File: config.mk
export PLATFORM = sky130hd
export DESIGN_NAME = wb_stage
export DESIGN_NICKNAME = d
export VERILOG_FILES = /design/src/rtl/wb_stage.sv
export SDC_FILE = /design/constraint.sdc
export NUM_CORES = 1
export LEC_CHECK = 0
export BUFFER_PORTS_ARGS = -buffer_cell sky130_fd_sc_hd__buf_2
export CELL_PAD_IN_SITES_DETAIL_PLACEMENT = 1
export CELL_PAD_IN_SITES_GLOBAL_PLACEMENT = 2
export CORE_MARGIN = 8
export CORE_UTILIZATION = 33
export CTS_CLUSTER_SIZE = 20
export DETAILED_ROUTE_END_ITERATION = 8
export PLACE_DENSITY_LB_ADDON = 0.3
export SETUP_SLACK_MARGIN = 0.5
export SYNTH_ARGS = -nofsm -noshare
export SYNTH_HDL_FRONTEND = slang
export SYNTH_SLANG_ARGS = --single-unit
File: constraint.sdc
create_clock -name clk -period 3.9 [get_ports clk]
set_clock_uncertainty 0.15 [all_clocks]
set_input_delay 0.195 -clock clk [delete_from_list [all_inputs] [get_ports clk]]
set_output_delay 0.195 -clock clk [all_outputs]
set_load 0.1 [all_outputs]
File: src/rtl/wb_stage.sv
`default_nettype none
// ============================================================================
// Module   : wb_stage
// Purpose  : MEM/WB pipeline register and write-back selector. Handles load
//            extraction, $0 suppression and misaligned-load detection.
//            Optional retire counter enabled by macro WB_RETIRE_CNT_EN.
// Revision : 1.0 - initial release
// ============================================================================
module wb_stage (
    input  logic        clk,
    input  logic        reset,
    input  logic        stall,
    input  logic        flush,
    input  logic        mem_valid,
    input  logic        mem_reg_write,
    input  logic        mem_mem_to_reg,
    input  logic [1:0]  mem_load_size,
    input  logic        mem_load_signed,
    input  logic [1:0]  mem_byte_off,
    input  logic [4:0]  mem_dest,
    input  logic [31:0] mem_alu_result,
    input  logic [31:0] mem_load_data,
    output logic        write,
    output logic [4:0]  wrAddr,
    output logic [31:0] wrData,
    output logic        err_misalign,
    output logic [31:0] retire_cnt
);

    localparam logic [1:0] c_SIZE_WORD = 2'b00;
    localparam logic [1:0] c_SIZE_HALF = 2'b01;
    localparam logic [1:0] c_SIZE_BYTE = 2'b10;

    logic        r_valid;
    logic        r_fresh;
    logic        r_regWrite;
    logic        r_memToReg;
    logic [1:0]  r_loadSize;
    logic        r_loadSigned;
    logic [1:0]  r_byteOff;
    logic [4:0]  r_dest;
    logic [31:0] r_aluResult;
    logic [31:0] r_loadData;

    logic        w_live;
    logic        w_misalign;
    logic [7:0]  w_byte;
    logic [15:0] w_half;
    logic [31:0] w_wrData;

    // Flush only kills the entry; the captured fields are don't-care once invalid.
    always_ff @(posedge clk or negedge reset) begin
        if (!reset) begin
            r_valid      <= 1'b0;
            r_fresh      <= 1'b0;
            r_regWrite   <= 1'b0;
            r_memToReg   <= 1'b0;
            r_loadSize   <= 2'b00;
            r_loadSigned <= 1'b0;
            r_byteOff    <= 2'b00;
            r_dest       <= 5'd0;
            r_aluResult  <= 32'd0;
            r_loadData   <= 32'd0;
        end else if (flush) begin
            r_valid <= 1'b0;
            r_fresh <= 1'b0;
        end else if (stall) begin
            r_fresh <= 1'b0;
        end else begin
            r_valid      <= mem_valid;
            r_fresh      <= mem_valid;
            r_regWrite   <= mem_reg_write;
            r_memToReg   <= mem_mem_to_reg;
            r_loadSize   <= mem_load_size;
            r_loadSigned <= mem_load_signed;
            r_byteOff    <= mem_byte_off;
            r_dest       <= mem_dest;
            r_aluResult  <= mem_alu_result;
            r_loadData   <= mem_load_data;
        end
    end

    // An entry acts only in the first cycle after capture, so a stalled entry never rewrites.
    assign w_live = r_valid & r_fresh;

    always_comb begin
        w_misalign = 1'b0;
        if (w_live && r_memToReg) begin
            case (r_loadSize)
                c_SIZE_HALF: w_misalign = r_byteOff[0];
                c_SIZE_BYTE: w_misalign = 1'b0;
                default:     w_misalign = (r_byteOff != 2'b00);
            endcase
        end
    end

    always_comb begin
        w_byte   = 8'h00;
        w_half   = r_byteOff[1] ? r_loadData[31:16] : r_loadData[15:0];
        w_wrData = r_aluResult;
        case (r_byteOff)
            2'd0:    w_byte = r_loadData[7:0];
            2'd1:    w_byte = r_loadData[15:8];
            2'd2:    w_byte = r_loadData[23:16];
            default: w_byte = r_loadData[31:24];
        endcase
        if (r_memToReg) begin
            case (r_loadSize)
                c_SIZE_HALF: w_wrData = {{16{r_loadSigned & w_half[15]}}, w_half};
                c_SIZE_BYTE: w_wrData = {{24{r_loadSigned & w_byte[7]}}, w_byte};
                c_SIZE_WORD: w_wrData = r_loadData;
                default:     w_wrData = r_loadData;
            endcase
        end
    end

    assign write        = w_live & r_regWrite & (r_dest != 5'd0) & ~w_misalign;
    assign wrAddr       = r_dest;
    assign wrData       = w_wrData;
    assign err_misalign = w_misalign;

`ifdef WB_RETIRE_CNT_EN
    logic [31:0] r_retireCnt;
    logic        w_retire;

    assign w_retire = w_live & ~w_misalign;

    always_ff @(posedge clk or negedge reset) begin
        if (!reset) begin
            r_retireCnt <= 32'd0;
        end else if (w_retire) begin
            r_retireCnt <= r_retireCnt + 32'd1;
        end
    end

    assign retire_cnt = r_retireCnt;
`else
    assign retire_cnt = 32'd0;
`endif

endmodule
`default_nettype wire
Yosys cells after proc, flatten, opt, wreduce, memory -nomap -nowiden

Cells that the tools add are included.

Flip-flop bits (word level): 78
Bits of input ports: 81
Output and inout bits: 71
Logic and storage cells: 39

Equal/unequal tests: 5
Mux-type cells: 10
Bitwise logic cells: 9
Reductions and logical operators: 5

Operators by type and width:

| operator                                             | number |
|---|---|
| one-hot mux 32 bit (2 select lines)                  | 1 |
| two-way mux 32 bit                                   | 1 |
| one-hot mux 8 bit (3 select lines)                   | 1 |
| two-way mux 16 bit                                   | 1 |
| AND 1 bit                                            | 6 |
| two-way mux 1 bit                                    | 5 |
| nonzero test 5 bit                                   | 1 |
| equality test 2 x 1 -> 1 bit (second input constant) | 2 |
| equality test 2 bit (second input constant)          | 2 |
| inverter 1 bit                                       | 3 |
| logical NOT 2 bit                                    | 1 |
| != test 2 x 1 -> 1 bit (second input constant)       | 1 |
| one-hot mux 1 bit (2 select lines)                   | 1 |
| AND reduction 2 bit                                  | 1 |
| nonzero test 2 bit                                   | 1 |
| logical AND 1 bit                                    | 1 |

Longest topological paths before layout

Word-level depth: 5
Mapped depth: 7
Gate-level depth less buffers: 5

Worst setup path before layout

Ideal clock, no wire load.

Path kind: reg-to-output
Start point: register r_loadSize[0]
End point: output wrData[0]
Data arrival time: 3462 ps
Data required time: 3555 ps
Setup slack: 93 ps
Cell stages (with the launch flop): 7
Path buffers: 1
Cell sequence: dfrtp_1 > inv_1 > ha_1 > nand2b_1 > buf_1 > a21oi_1 > a211oi_1

Longest elaborated chain between the ends: 3
Elaborated cells on any way between the ends: 4
Classes of those cells: eq/ne: 2; mux: 2

RTL lines:

| what                                                                       | line | text |
|---|---|---|
| start: declaration                                                         | 38   | `logic [1:0] r_loadSize;` |
| start signal: assignment                                                   | 74   | `r_loadSize <= mem_load_size;` |
| equality test 2 bit / equality test 2 x 1 -> 1 bit (equally long branches) | 108  | `case (r_loadSize)` |
| one-hot mux 32 bit (2 select lines) (*)                                    | 108  |  |
| two-way mux 32 bit (*)                                                     | 107  | `if (r_memToReg) begin` |
| end: declaration                                                           | 25   | `output logic [31:0] wrData,` |

Every way passes the cells marked *; elsewhere a longest branch is shown, timed or not.

Worst setup path in the final report

Start point: register r_memToReg
End point: output wrData[19]

Longest elaborated chain between the ends: 1

RTL lines:

| what                     | line | text |
|---|---|---|
| start: declaration       | 37   | `logic r_memToReg;` |
| start signal: assignment | 73   | `r_memToReg <= mem_mem_to_reg;` |
| two-way mux 32 bit       | 107  |  |

No other way between the ends.

==> flow_results.xml <==
<?xml version="1.0" encoding="UTF-8"?>
<metrics>
  <group name="synthesis">
    <metric name="netlist.top_cell.by_area" unit="">dfrtp_1</metric>
    <metric name="synth-adder-area-share" unit="%">0.572</metric>
    <metric name="synth_cell_type_count" unit="">32</metric>
    <metric name="synthTopCellsByCount" unit="">80 x mux2_2, 78 x dfrtp_1, 34 x a21oi_1</metric>
    <metric name="synth_warnings" unit="">0</metric>
    <metric name="synth_simple_gate_area_share" unit="%">10.5</metric>
    <metric name="seq_area_frac_synth" unit="%">44.6</metric>
    <metric name="synth_flop_type" unit="">dfrtp_1</metric>
    <metric name="synth_edf_count" unit="">0</metric>
    <metric name="yosys-top-cells-area" unit="">dfrtp_1 45%, mux2_2 21%, buf_4 5.7%, a211oi_1 3.9%, a21oi_1 3.9%</metric>
    <metric name="ys_ff_latch" unit="">78</metric>
    <metric name="synth.avg_cell_area" unit="sq um">10.8</metric>
    <metric name="synthCells" unit="">407</metric>
    <metric name="cell_with_the_most_instances_after_synthesis" unit="">mux2_2</metric>
    <metric name="largest_family_of_logic_cells_by_synthesized_area" unit="">multiplexers</metric>
    <metric name="area_of_the_mapped_netlist" unit="sq um">4380</metric>
    <metric name="yosys-mux-area-fraction" unit="%">22.1</metric>
    <metric name="synth_top_area_share" unit="%">44.6</metric>
    <metric name="synth_compound_gate_area_share" unit="%">12.9</metric>
    <metric name="yosys.area_share.xor_xnor" unit="%">0</metric>
    <metric name="async_flop_share" unit="%">100</metric>
  </group>
  <group name="clock_tree">
    <metric name="tritoncts.num_buffers" unit="">9</metric>
    <metric name="cts.clk_slew.worst_paths" unit="ns">0.06</metric>
    <metric name="holdBufCountCts" unit="">80</metric>
    <metric name="clockRootBuffer" unit="">clkbuf_16</metric>
    <metric name="clk-insertion-delay-late" unit="ns">0.34</metric>
    <metric name="clk_path_buf_depth" unit="">2</metric>
    <metric name="tritoncts" unit="">built</metric>
    <metric name="cts.sink_count" unit="">78</metric>
    <metric name="h-tree-depth" unit="">3</metric>
    <metric name="post_cts_buffers" unit="">0</metric>
    <metric name="postCtsResizedCells" unit="">0</metric>
  </group>
  <group name="die">
    <metric name="die_height" unit="um">131</metric>
    <metric name="chipWidth" unit="um">131</metric>
    <metric name="core-area" unit="sq um">13100</metric>
    <metric name="dieArea" unit="sq um">17200</metric>
    <metric name="row_count" unit="">42</metric>
    <metric name="initial_utilization" unit="%">33.5</metric>
    <metric name="io_pins" unit="">152</metric>
  </group>
  <group name="timing">
    <metric name="final_min_period_over_clock_period" unit="%">82.2</metric>
    <metric name="worst_pin_slew" unit="ns">1.02</metric>
    <metric name="final_period_minus_worst_setup_slack" unit="ns">3.21</metric>
    <metric name="timing.final.hold_violations" unit="">0</metric>
    <metric name="relSlewSlack" unit="%">31.9</metric>
    <metric name="fin_setup_tns" unit="ns">0</metric>
    <metric name="max_freq" unit="MHz">312</metric>
    <metric name="rsz_0062_raised_after_global_routing" unit="">false</metric>
    <metric name="setup_viol_count_final" unit="">0</metric>
    <metric name="hold_ws" unit="ns">0.150</metric>
    <metric name="maxSlewViolCount" unit="">0</metric>
  </group>
  <group name="critical_path">
    <metric name="worstReg2RegEnd" unit="">r_memToReg</metric>
    <metric name="end_kind" unit="">output port</metric>
    <metric name="cp_data_arrival_time" unit="ns">2.86</metric>
    <metric name="ff2ff_path_depth" unit="">2</metric>
    <metric name="startpoint_class_of_the_critical_path" unit="">register</metric>
    <metric name="critical_path_peak_fanout" unit="">31</metric>
    <metric name="timing.rr.start" unit="">r_memToReg</metric>
    <metric name="required" unit="ns">3.56</metric>
    <metric name="timing_worst_setup_path_type" unit="">register to output port</metric>
    <metric name="ff2ff_setup_slack" unit="ns">2.03</metric>
  </group>
  <group name="job">
    <metric name="timing.max_cap.violations" unit="">0</metric>
  </group>
  <group name="cells_and_area">
    <metric name="stdcell_count" unit="">769</metric>
    <metric name="n_antenna_cell" unit="">0</metric>
    <metric name="utilization" unit="%">46.7</metric>
    <metric name="area_delta_synth_final" unit="%">39.5</metric>
    <metric name="final_nets" unit="">671</metric>
    <metric name="final_layout_size_suffix_gt1_share" unit="%">38.8</metric>
    <metric name="fillCellCount" unit="">1464</metric>
  </group>
  <group name="min_path">
    <metric name="hold_wc_path_type" unit="">input port to register</metric>
    <metric name="hold_path_depth" unit="">4</metric>
    <metric name="hold_start" unit="">stall</metric>
    <metric name="min_delay_worst_endpoint" unit="">r_memToReg</metric>
  </group>
  <group name="placed_design">
    <metric name="place.detailed.hpwl" unit="um">10300</metric>
    <metric name="place.gp.congestion" unit="">0.857</metric>
    <metric name="port_buffers" unit="">119</metric>
    <metric name="post-place-cells" unit="">673</metric>
  </group>
  <group name="grt">
    <metric name="grt_pass1_wl" unit="um">22900</metric>
    <metric name="grt_overflow" unit="">0</metric>
    <metric name="grt_antenna_before_repair" unit="">0</metric>
    <metric name="grt_pass1_vias" unit="">4155</metric>
    <metric name="grt.total_usage" unit="%">16.5</metric>
    <metric name="grt_start_max_net_pins" unit="">79</metric>
  </group>
  <group name="pwr">
    <metric name="leakage" unit="nW">2.73</metric>
    <metric name="pwr_density_cell" unit="nW/um^2">579</metric>
    <metric name="ir_worst_vdd" unit="uV">204</metric>
  </group>
  <group name="route">
    <metric name="antenna_left" unit="">0</metric>
    <metric name="drc" unit="">0</metric>
    <metric name="avgRoutedWirePerCell" unit="um">18.4</metric>
    <metric name="detailed_route_vias_per_instance" unit="">4.85</metric>
    <metric name="postRouteWirelength" unit="um">14100</metric>
    <metric name="drtIter0Drc" unit="">160</metric>
    <metric name="detailedRoute.firstPassIterationCount" unit="">4</metric>
    <metric name="via_count" unit="">3732</metric>
  </group>
  <group name="run_status">
    <metric name="status" unit="">finished, final reports clean</metric>
  </group>
</metrics>
area by class of cell:
class	count	area, sq um	area share [%]
clock inverters	5	57.6	0.943
multi-input cells	292	2180	35.7
well taps	176	220	3.61
flip-flops and latches	78	1950	32.0
clock buffers	11	253	4.14
inverters	4	15.0	0.246
repair buffers	203	1430	23.4
where the power goes:
part           internal, mW  total, mW  leakage [nW]  switching [mW]
registers             0.926       1.05         0.921           0.122
clock network         0.529      0.868         0.144           0.338
logic                 0.399       1.62          1.67            1.22
cells by family after synthesis:
| family | after synthesis |
|---|---|
| AO/OA/AOI/OAI | 88 |
| multiplexers | 85 |
| AND/OR/NAND/NOR | 85 |
| flip-flops | 78 |
| buffers and inverters | 68 |
| adder cells (fa/ha/maj) | 2 |
| other | 1 |
state kept, by name, indices dropped and copies added (netlist names):
signal	flops
r_loadSize	2
r_byteOff	2
r_loadSigned	1
r_regWrite	1
r_fresh	1
r_valid	1
r_aluResult	32
r_memToReg	1
r_loadData	32
wrAddr	5
layer usage:
layer / GRT usage (%) / vias up / wire length [um]
li1: - / 1785 / -
met3: 4.31 / 14 / 606
met1: 19.5 / 1833 / 6060
met5: 0 / - / 0
met2: 28.4 / 100 / 7210
met4: 5.68 / 0 / 243
placed cells by master, fill, tap and decap left out, drive strengths merged:
cell           n
a2111oi        7
a211oi        23
a21oi         34
a31oi          1
and2           2
and3          17
and3b          2
buf          123
bufinv         1
clkbuf        11
clkinv         1
clkinvlp       3
conb          32
dfrtp         78
dlygate4sd3   80
ha             2
inv            4
mux2          81
mux2i          3
mux4           1
nand2         15
nand2b         2
nand3b         2
nor2          10
nor2b         18
nor3          16
o2111ai        1
o21ai          7
o22a           1
o22ai         14
or4            1
critical path, cell delays in order (launching register included):
cell and delay (ns):
dfrtp_1 1.01, and3b_1 0.69, nor3_1 0.13, a21oi_1 0.21
buf_2 0.47
stage by stage:
stage / worst slack, ns / instance area (sq um) / total power [mW]
2_1_floorplan: 0.769 / 4530 / 2.35
3_3_place_gp: 1.13 / 4990 / 2.60
3_5_place_dp: 1.06 / 4990 / 2.63
4_1_cts: 0.688 / 6110 / 3.57
5_1_grt: 0.501 / 6110 / 3.69
6_report: 0.695 / 6110 / 3.54
worst max path at each step:
stage	from	endpoint	slack, ns
after detailed placement	r_memToReg	wrData[19]	1.06
final	r_memToReg	wrData[19]	0.69
after global routing	r_memToReg	wrData[21]	0.50
after CTS	r_memToReg	wrData[19]	0.69
after floorplan	r_loadSize[0]	wrData[21]	0.77
after global placement	r_memToReg	wrData[19]	1.13
Note: power is estimated with default switching activity, not from simulation.
